<file path="config.mk">
export PLATFORM = sky130hd
export DESIGN_NAME = uart_rx_word_packer
export DESIGN_NICKNAME = d
export VERILOG_FILES = /design/src/rtl/uart_rx_word_packer.sv
export SDC_FILE = /design/constraint.sdc
export NUM_CORES = 1
export LEC_CHECK = 0
export ABC_CLOCK_PERIOD_IN_PS = 3800
export CAP_MARGIN = 10
export CORE_UTILIZATION = 66
export CTS_BUF_LIST = sky130_fd_sc_hd__clkbuf_8
export DETAILED_ROUTE_END_ITERATION = 16
export PLACE_DENSITY = 0.95
export SYNTH_ARGS = -nofsm -noshare
export SYNTH_HDL_FRONTEND = slang
export SYNTH_SLANG_ARGS = --single-unit
</file>
<file path="constraint.sdc">
create_clock -name clk -period 3.8 [get_ports clk]
set_input_delay 0.38 -clock clk [delete_from_list [all_inputs] [get_ports clk]]
set_output_delay 0.38 -clock clk [all_outputs]
set_load 0.01 [all_outputs]
</file>
<file path="src/rtl/uart_rx_word_packer.sv">
// uart_rx_word_packer
// Packs received UART bytes (first byte in the LSBs) into DATA_WIDTH words and
// buffers them in a FIFO_DEPTH-entry FIFO with a valid/ready output handshake.
// Optional feature macro: UART_RX_TIMEOUT_EN. When it is defined, a partial word
// is flushed zero-padded after TIMEOUT_TICKS idle baud ticks.
module uart_rx_word_packer #(
    parameter int DATA_WIDTH    = 32,
    parameter int FIFO_DEPTH    = 4,
    parameter int TIMEOUT_TICKS = 64,
    localparam int BYTES = DATA_WIDTH / 8,
    localparam int CW    = $clog2(BYTES + 1),
    localparam int FW    = $clog2(FIFO_DEPTH + 1)
) (
    input  logic                  clk,
    input  logic                  rstN,
    input  logic                  baudTick,
    input  logic [7:0]            byteIn,
    input  logic                  byteValid,
    output logic [DATA_WIDTH-1:0] wordOut,
    output logic [CW-1:0]         wordBytes,
    output logic                  wordValid,
    input  logic                  wordReady,
    output logic [FW-1:0]         fifoCount,
    output logic                  overflow
);

    localparam int AW = $clog2(FIFO_DEPTH);

    logic [DATA_WIDTH-1:0] r_pack;
    logic [CW-1:0]         r_cnt;
    logic [DATA_WIDTH-1:0] r_memData  [FIFO_DEPTH];
    logic [CW-1:0]         r_memBytes [FIFO_DEPTH];
    logic [AW-1:0]         r_wrPtr;
    logic [AW-1:0]         r_rdPtr;
    logic [FW-1:0]         r_count;
    logic                  r_overflow;
    logic [DATA_WIDTH-1:0] r_wordOut;
    logic [CW-1:0]         r_wordBytes;

    logic [DATA_WIDTH-1:0] w_packNext;
    logic                  w_lastByte;
    logic                  w_expire;
    logic                  w_push;
    logic [DATA_WIDTH-1:0] w_pushData;
    logic [CW-1:0]         w_pushBytes;
    logic                  w_pop;
    logic                  w_full;
    logic                  w_pushOk;
    logic [AW-1:0]         w_rdNext;

`ifdef UART_RX_TIMEOUT_EN
    localparam int TW = $clog2(TIMEOUT_TICKS + 1);

    logic [TW-1:0] r_tmo;

    // Idle-tick counter: counts baud ticks while a partial word is held, restarts on every byte
    always_ff @(posedge clk) begin
        if (!rstN) begin
            r_tmo <= '0;
        end else if (byteValid || w_expire || (r_cnt == '0)) begin
            r_tmo <= '0;
        end else if (baudTick) begin
            r_tmo <= r_tmo + 1'b1;
        end
    end

    // Expiry fires on the tick that would make the counter reach TIMEOUT_TICKS; a byte on that edge wins
    assign w_expire = (r_cnt != '0) && !byteValid && baudTick &&
                      (r_tmo == TW'(TIMEOUT_TICKS - 1));
`else
    logic w_unusedTick;

    // No flush path: partial words wait for the rest of their bytes
    assign w_expire     = 1'b0;
    assign w_unusedTick = baudTick & (TIMEOUT_TICKS > 0);
`endif

    // Merge the incoming byte into its lane and decide what, if anything, is pushed this edge
    always_comb begin
        w_packNext = r_pack;
        for (int i = 0; i < BYTES; i++) begin
            if (r_cnt == CW'(i)) begin
                w_packNext[i*8 +: 8] = byteIn;
            end
        end
        w_lastByte  = (r_cnt == CW'(BYTES - 1));
        w_push      = byteValid && w_lastByte;
        w_pushData  = w_packNext;
        w_pushBytes = CW'(BYTES);
        if (w_expire) begin
            w_push      = 1'b1;
            w_pushData  = r_pack;
            w_pushBytes = r_cnt;
        end
    end

    assign w_pop     = (r_count != '0) && wordReady;
    assign w_full    = (r_count == FW'(FIFO_DEPTH));
    assign w_pushOk  = w_push && (!w_full || w_pop);
    assign w_rdNext  = r_rdPtr + 1'b1;

    // Byte packer: cnt walks the lanes, and the pack register empties whenever a word leaves it
    always_ff @(posedge clk) begin
        if (!rstN) begin
            r_pack <= '0;
            r_cnt  <= '0;
        end else if (byteValid) begin
            if (w_lastByte) begin
                r_pack <= '0;
                r_cnt  <= '0;
            end else begin
                r_pack <= w_packNext;
                r_cnt  <= r_cnt + 1'b1;
            end
        end else if (w_expire) begin
            r_pack <= '0;
            r_cnt  <= '0;
        end
    end

    // FIFO storage: an accepted push lands at the write pointer (on full+pop it reuses the popped slot)
    always_ff @(posedge clk) begin
        if (rstN && w_pushOk) begin
            r_memData[r_wrPtr]  <= w_pushData;
            r_memBytes[r_wrPtr] <= w_pushBytes;
        end
    end

    // FIFO control and registered head: output tracks the entry at the read pointer after each edge
    always_ff @(posedge clk) begin
        if (!rstN) begin
            r_wrPtr     <= '0;
            r_rdPtr     <= '0;
            r_count     <= '0;
            r_overflow  <= 1'b0;
            r_wordOut   <= '0;
            r_wordBytes <= '0;
        end else begin
            if (w_pushOk) begin
                r_wrPtr <= r_wrPtr + 1'b1;
            end
            if (w_pop) begin
                r_rdPtr <= w_rdNext;
            end
            if (w_pushOk && !w_pop) begin
                r_count <= r_count + 1'b1;
            end else if (!w_pushOk && w_pop) begin
                r_count <= r_count - 1'b1;
            end
            if (w_push && !w_pushOk) begin
                r_overflow <= 1'b1;
            end
            if (w_pop && (r_count > FW'(1))) begin
                r_wordOut   <= r_memData[w_rdNext];
                r_wordBytes <= r_memBytes[w_rdNext];
            end else if (w_pushOk && ((r_count == '0) || (w_pop && (r_count == FW'(1))))) begin
                r_wordOut   <= w_pushData;
                r_wordBytes <= w_pushBytes;
            end
        end
    end

    assign wordOut   = r_wordOut;
    assign wordBytes = r_wordBytes;
    assign wordValid = (r_count != '0);
    assign fifoCount = r_count;
    assign overflow  = r_overflow;

endmodule
</file>
# Word level (Yosys, flattened, before mapping)
# Memory sizes are Yosys's and may differ from the RTL's.
# Index checks and enable logic that the tools add are counted.
[classes] addsub=5 n_mul=0 div=0 magnitude_cmp=1 n_eq_ne=5 shifts=0 muxes=14 bitwise_logic=0 reduce_logical=20
[ops] cell="$mux 32" count=3
[ops] cell="$mux 8" count=4
[ops] cell="$mux 3" count=5
[ops] cell="$logic_and 1x1->1" count=10
[ops] cell="$add 3x1->3 const B" count=2
[ops] cell="$eq 3x1->1 const B" count=2
[ops] cell="$eq 3x2->1 const B" count=2
[ops] cell="$logic_not 3->1" count=2
[ops] cell="$add 2x1->2 const B" count=2
[ops] cell="$reduce_bool 2->1" count=2
[ops] cell="$eq 3x3->1 const B" count=1
[ops] cell="$gt 3x1->1 const B" count=1
[ops] cell="$logic_not 1->1" count=3
[ops] cell="$reduce_bool 3->1" count=1
[ops] cell="$sub 3x1->3 const B" count=1
[ops] cell="$logic_or 1x1->1" count=2
[ops] cell="$mux 1" count=2
[word_totals] ff_bits=78 latchBits=0 ramBits=128 romBits=0 n_memories=1
[memory_table] name="r_memData" words=4 width=32 read_ports=1 rd_clocked_by_memory_dff=0 wr=1 line="31" rtl="logic [DATA_WIDTH-1:0] r_memData [FIFO_DEPTH];"

# Longest topological paths before layout
[depth] depth_word=8 ltp_mapped=10

# Least setup slack after synthesis
# OpenSTA, ideal clock, no wires.
[synth_path] path_kind="reg-to-reg" startpoint="register r_cnt[0]" endpoint="memory r_memData[1][0] (enable)" arrival_time_ps=2026 path_slack_ps=1382 stages_incl_launch_ff=6 path_buffers=1 period_less_slack_ps=2418 path_cell_list="dfxtp_1 ha_1 nand3b_1 o21ba_2 buf_2 and3_1"
[synth_between] elab_chain_len=6
[synth_rtl] element="start, declared" line="30" rtl="logic [CW-1:0] r_cnt;"
[synth_rtl] element="start signal, assigned" line="113" rtl="r_cnt <= r_cnt + 1'b1;"
[synth_rtl] element="$eq 3x2->1" line="86" rtl="w_lastByte = (r_cnt == CW'(BYTES - 1));"
[synth_rtl] element="$logic_and 1x1->1" line="87" rtl="w_push = byteValid && w_lastByte;"
[synth_rtl] element="$logic_and 1x1->1" line="99" rtl="assign w_pushOk = w_push && (!w_full || w_pop);"
[synth_rtl] element="$logic_and 1x1->1" line="123" rtl="if (rstN && w_pushOk) begin"
[synth_rtl] element="$mux 1" line="123"
[synth_rtl] element="$mux 1"
[synth_rtl] element="end, declared" line="31"
# Every way passes these cells.

# Final worst setup path
[layout_path] startpoint="register r_cnt[0]" endpoint="memory r_memData[1][6] (enable)"
# The elaborated chain is that of the path after synthesis.

==> impl_summary.md <==
Clock tree
The number of gates resized after CTS was 0. TritonCTS built the clock tree. The clock-pin slew on the worst setup and hold paths is 0.06 ns.

The number of buffers created by CTS is 30. Clock tree synthesis found a total of 204 sinks. After clock tree synthesis, the setup repair step added 0 buffers.

The cell at the root of the clock tree is sky130_fd_sc_hd__clkbuf_8. At the later pin of the worst-skew pair, clock insertion delay measures 0.55 ns. CTS built an H-tree with a depth of 1. The maximum clock insertion buffer count is 3. The count of hold buffers inserted by post-cts repair is 0.

Synthesis
Yosys instantiated no cell more often than sky130_fd_sc_hd__edfxtp_1. After synthesis, the most frequently instantiated cells are sky130_fd_sc_hd__edfxtp_1 (128), sky130_fd_sc_hd__dfxtp_1 (76), sky130_fd_sc_hd__nor2_1 (59), sky130_fd_sc_hd__mux4_2 (32), sky130_fd_sc_hd__inv_1 (31). The dominant combinational cell family by area after synthesis is multiplexers. The compound-cell area share of the yosys netlist is 0.0869.

Of the synthesized area, sequential elements account for 0.662. Of the post-synthesis cell area, the dominant cell type holds 0.474. In the synthesized netlist the async set-or-reset flop fraction comes to 0. sky130_fd_sc_hd__edfxtp_1 takes more of the synthesized area than any other cell. Of the total synthesized cell area, the portion taken by XOR and XNOR cells is 0.00540. The adder and majority cell fraction of the synthesized area is 0.0201. Yosys printed 0 warnings. The most instantiated flip-flop cell in the synthesis netlist is sky130_fd_sc_hd__edfxtp_1. In this run, synthesis inferred 128 flip-flops with an integrated enable.

The count of mapped cells out of synthesis is 526. The number of synthesized register bits is 204. The number of library cell types mapped by synthesis is 37. Measured against the total synthesized area, the mux share comes to 0.132. In the post-synthesis netlist, the biggest area contributors are sky130_fd_sc_hd__edfxtp_1 (47%), sky130_fd_sc_hd__dfxtp_1 (19%), sky130_fd_sc_hd__mux4_2 (8.9%). The synthesized area is 8110 um2. The fraction of the mapped netlist area in simple logic gates is 0.0532. The synthesized area per cell is 15.4 um2.

STA
The hold violation total from the final report is 0. Setup repair after global routing left no endpoint under its margin. The clock period minus final worst setup slack is 2.50 ns. The sum of negative setup slack is 0 ns. The final hold slack is 0.479 ns. The count of pins over their slew limit is 0. The clock arrives with 0.00855 ns of skew.

For this run, the top clock speed supported by timing is 400 MHz. At the pin with the least slew margin, the transition time is 0.938 ns. In the finished design, the share of the clock period the worst path needs comes to 0.658. Setup violations remaining at the end of the flow were counted as 0. In this run the tightest slew margin relative to its limit is 0.374.

Setup path
The highest fanout seen on the critical path is 32. The startpoint type of the worst setup path is a register. The data required time at the worst endpoint is 3.98 ns. Data on the critical path arrives at its endpoint at 2.68 ns. The worst setup path is captured at a register. The start-to-end type of the worst setup path is register to register.

Pwr
The sequential cell fraction of total power is 0.479. The share of total power dissipated in the clock network is 0.337. Cell internal power was estimated by the tool at 3.99 mW. In this run the power density over the cells is 584 nW/um2. Of the total power, the share spent switching nets is 0.266. The worst-case IR drop observed on VDD is 0.000519 V. The total power of the final layout is 5.44 mW. Summed over all cells, the static leakage comes to 3.58 nW.

The power share of the combinational group is 0.184. In this run the power spent charging and discharging nets is 1.44 mW.

Finish
The fraction of final layout cells with drive strength greater than 1 is 0.181. The post-layout utilization of the core is 0.775. The antenna cell count is 0.

In the final design database the tool counted 611 nets. From synthesis to final layout, the design area changed by 14.8%.

Detailed routing
The routed design has 17800 um of wire. Dividing the detail-routed wire length by the instance count gives 23.6 um. The post-detailed-route DRC marker count is 0. The vias per cell is 6.45. Before antenna repair, the detailed router went through 5 iterations. The number of DRC markers in iteration 0 is 483. The remaining number of nets flagged by the antenna check after routing is 0. The routed layout has 4878 vias.

Global routing
The aggregate global routing overflow is 0. The initial antenna violation count was 0. The largest net degree at the start of global routing is 35. The number of global-route vias before repair is 5235. Across every metal layer, demand over resource in global routing totals 0.296. The first global-routing pass estimated 28300 um of wire.

Outcome
The flow ran to the end, and the final reports show no timing, DRC or antenna violations.

Placed design
In this run the tool buffered the top-level ports with 49 buffer cells. The HPWL after detailed placement is 10200 um. At the end of routability-driven placement, the weighted congestion stood at 0.759.

Die
The die outline height is 113 um. The total die area is 12700 um2. For this design the top-level I/O count stands at 53.

The number of rows in the core area is 40. The starting density of the core is 0.675. The floorplan step set the die width to 113 um. The placeable core region is 12000 um2.

Run
The tool flagged a number of max-cap violations equal to 0.

Worst hold path
In this run the worst hold path is classified as register to register.
[through the flow]
stage | instances | instance area, um2 | setup WS [ns]
3_3_place_gp | 700 | 8670 | 1.20
5_1_grt | 756 | 9310 | 1.16
6_report | 756 | 9310 | 1.30
2_1_floorplan | 527 | 8110 | 1.38
3_5_place_dp | 700 | 8670 | 1.10
4_1_cts | 756 | 9310 | 1.31
[power groups by stage]
stage	Sequential (mW)	Combinational, mW	Clock, mW
2_1_floorplan	2.62	0.623	0
3_3_place_gp	2.64	0.930	0
3_5_place_dp	2.64	0.977	0
4_1_cts	2.60	0.997	1.85
5_1_grt	2.62	1.06	1.94
6_report	2.60	0.998	1.83
[final timing paths]
| kind | start | to | slack [ns] | cells after the start |
|---|---|---|---|---|
| hold reg to reg | wordBytes[2] | wordBytes[2] | 0.48 | 1 |
| setup reg to reg | r_cnt[0] | r_memData[1][6] | 1.30 | 5 |
| setup / recovery | r_cnt[0] | r_memData[1][6] | 1.30 | 5 |
| hold / removal | wordBytes[2] | wordBytes[2] | 0.48 | 1 |
[kinds of logic after synthesis]
family / count (synthesis)
flops: 204
simple gates: 94
compound gates: 76
buf+inv: 67
mux: 66
fa+ha+maj: 13
xor+xnor: 5
other cells: 1
[per-layer routing]
layer,part of all wire,wire length (um),vias up,global-route usage
li1,-,-,2117,-
met1,0.39,6880,2423,0.385
met2,0.49,8800,276,0.483
met3,0.081,1440,62,0.0568
met4,0.038,680,0,0.150
met5,0,0,-,0
[flip-flops by register name, summed over array words and instances (netlist names)]
| register | flops |
|---|---|
| r_cnt | 3 |
| wordOut | 32 |
| r_memData | 128 |
| r_rdPtr | 2 |
| fifoCount | 3 |
| overflow | 1 |
| r_wrPtr | 2 |
| wordBytes | 1 |
| r_pack | 32 |
[worst max-delay path, stage by stage (launching register included)]
cell and delay, ns:
sky130_fd_sc_hd__dfxtp_1 0.41, sky130_fd_sc_hd__ha_1 0.26, sky130_fd_sc_hd__nand3b_1 0.35, sky130_fd_sc_hd__o21ba_2 0.46
sky130_fd_sc_hd__and3_1 0.17, sky130_fd_sc_hd__buf_4 0.44
[area by class of cell]
type	instances	area (um2)
sequential	204	5370
fill	626	2700
multi-input combinational	256	2420
timing repair buffer	60	573
clock buffer	37	509
tap	147	184
clock inverter	19	133
inverter	33	124
[cells in the final DEF, fill, tap and decap left out, types with 5 or more instances in the layout]
cell / n
sky130_fd_sc_hd__edfxtp_1: 128
sky130_fd_sc_hd__dfxtp_1: 75
sky130_fd_sc_hd__nor2_1: 59
sky130_fd_sc_hd__clkdlybuf4s50_1: 49
sky130_fd_sc_hd__inv_1: 39
sky130_fd_sc_hd__clkbuf_8: 37
sky130_fd_sc_hd__mux4_2: 32
sky130_fd_sc_hd__mux2i_1: 26
sky130_fd_sc_hd__a2bb2oi_1: 24
sky130_fd_sc_hd__a221o_1: 24
sky130_fd_sc_hd__and3_1: 13
sky130_fd_sc_hd__ha_1: 13
sky130_fd_sc_hd__buf_4: 11
sky130_fd_sc_hd__o21a_1: 9
sky130_fd_sc_hd__mux2_2: 8
sky130_fd_sc_hd__o221a_2: 8
sky130_fd_sc_hd__nand2_1: 7
sky130_fd_sc_hd__clkinv_2: 7
sky130_fd_sc_hd__a21oi_1: 5
Note: power is estimated with default switching activity, not from simulation.
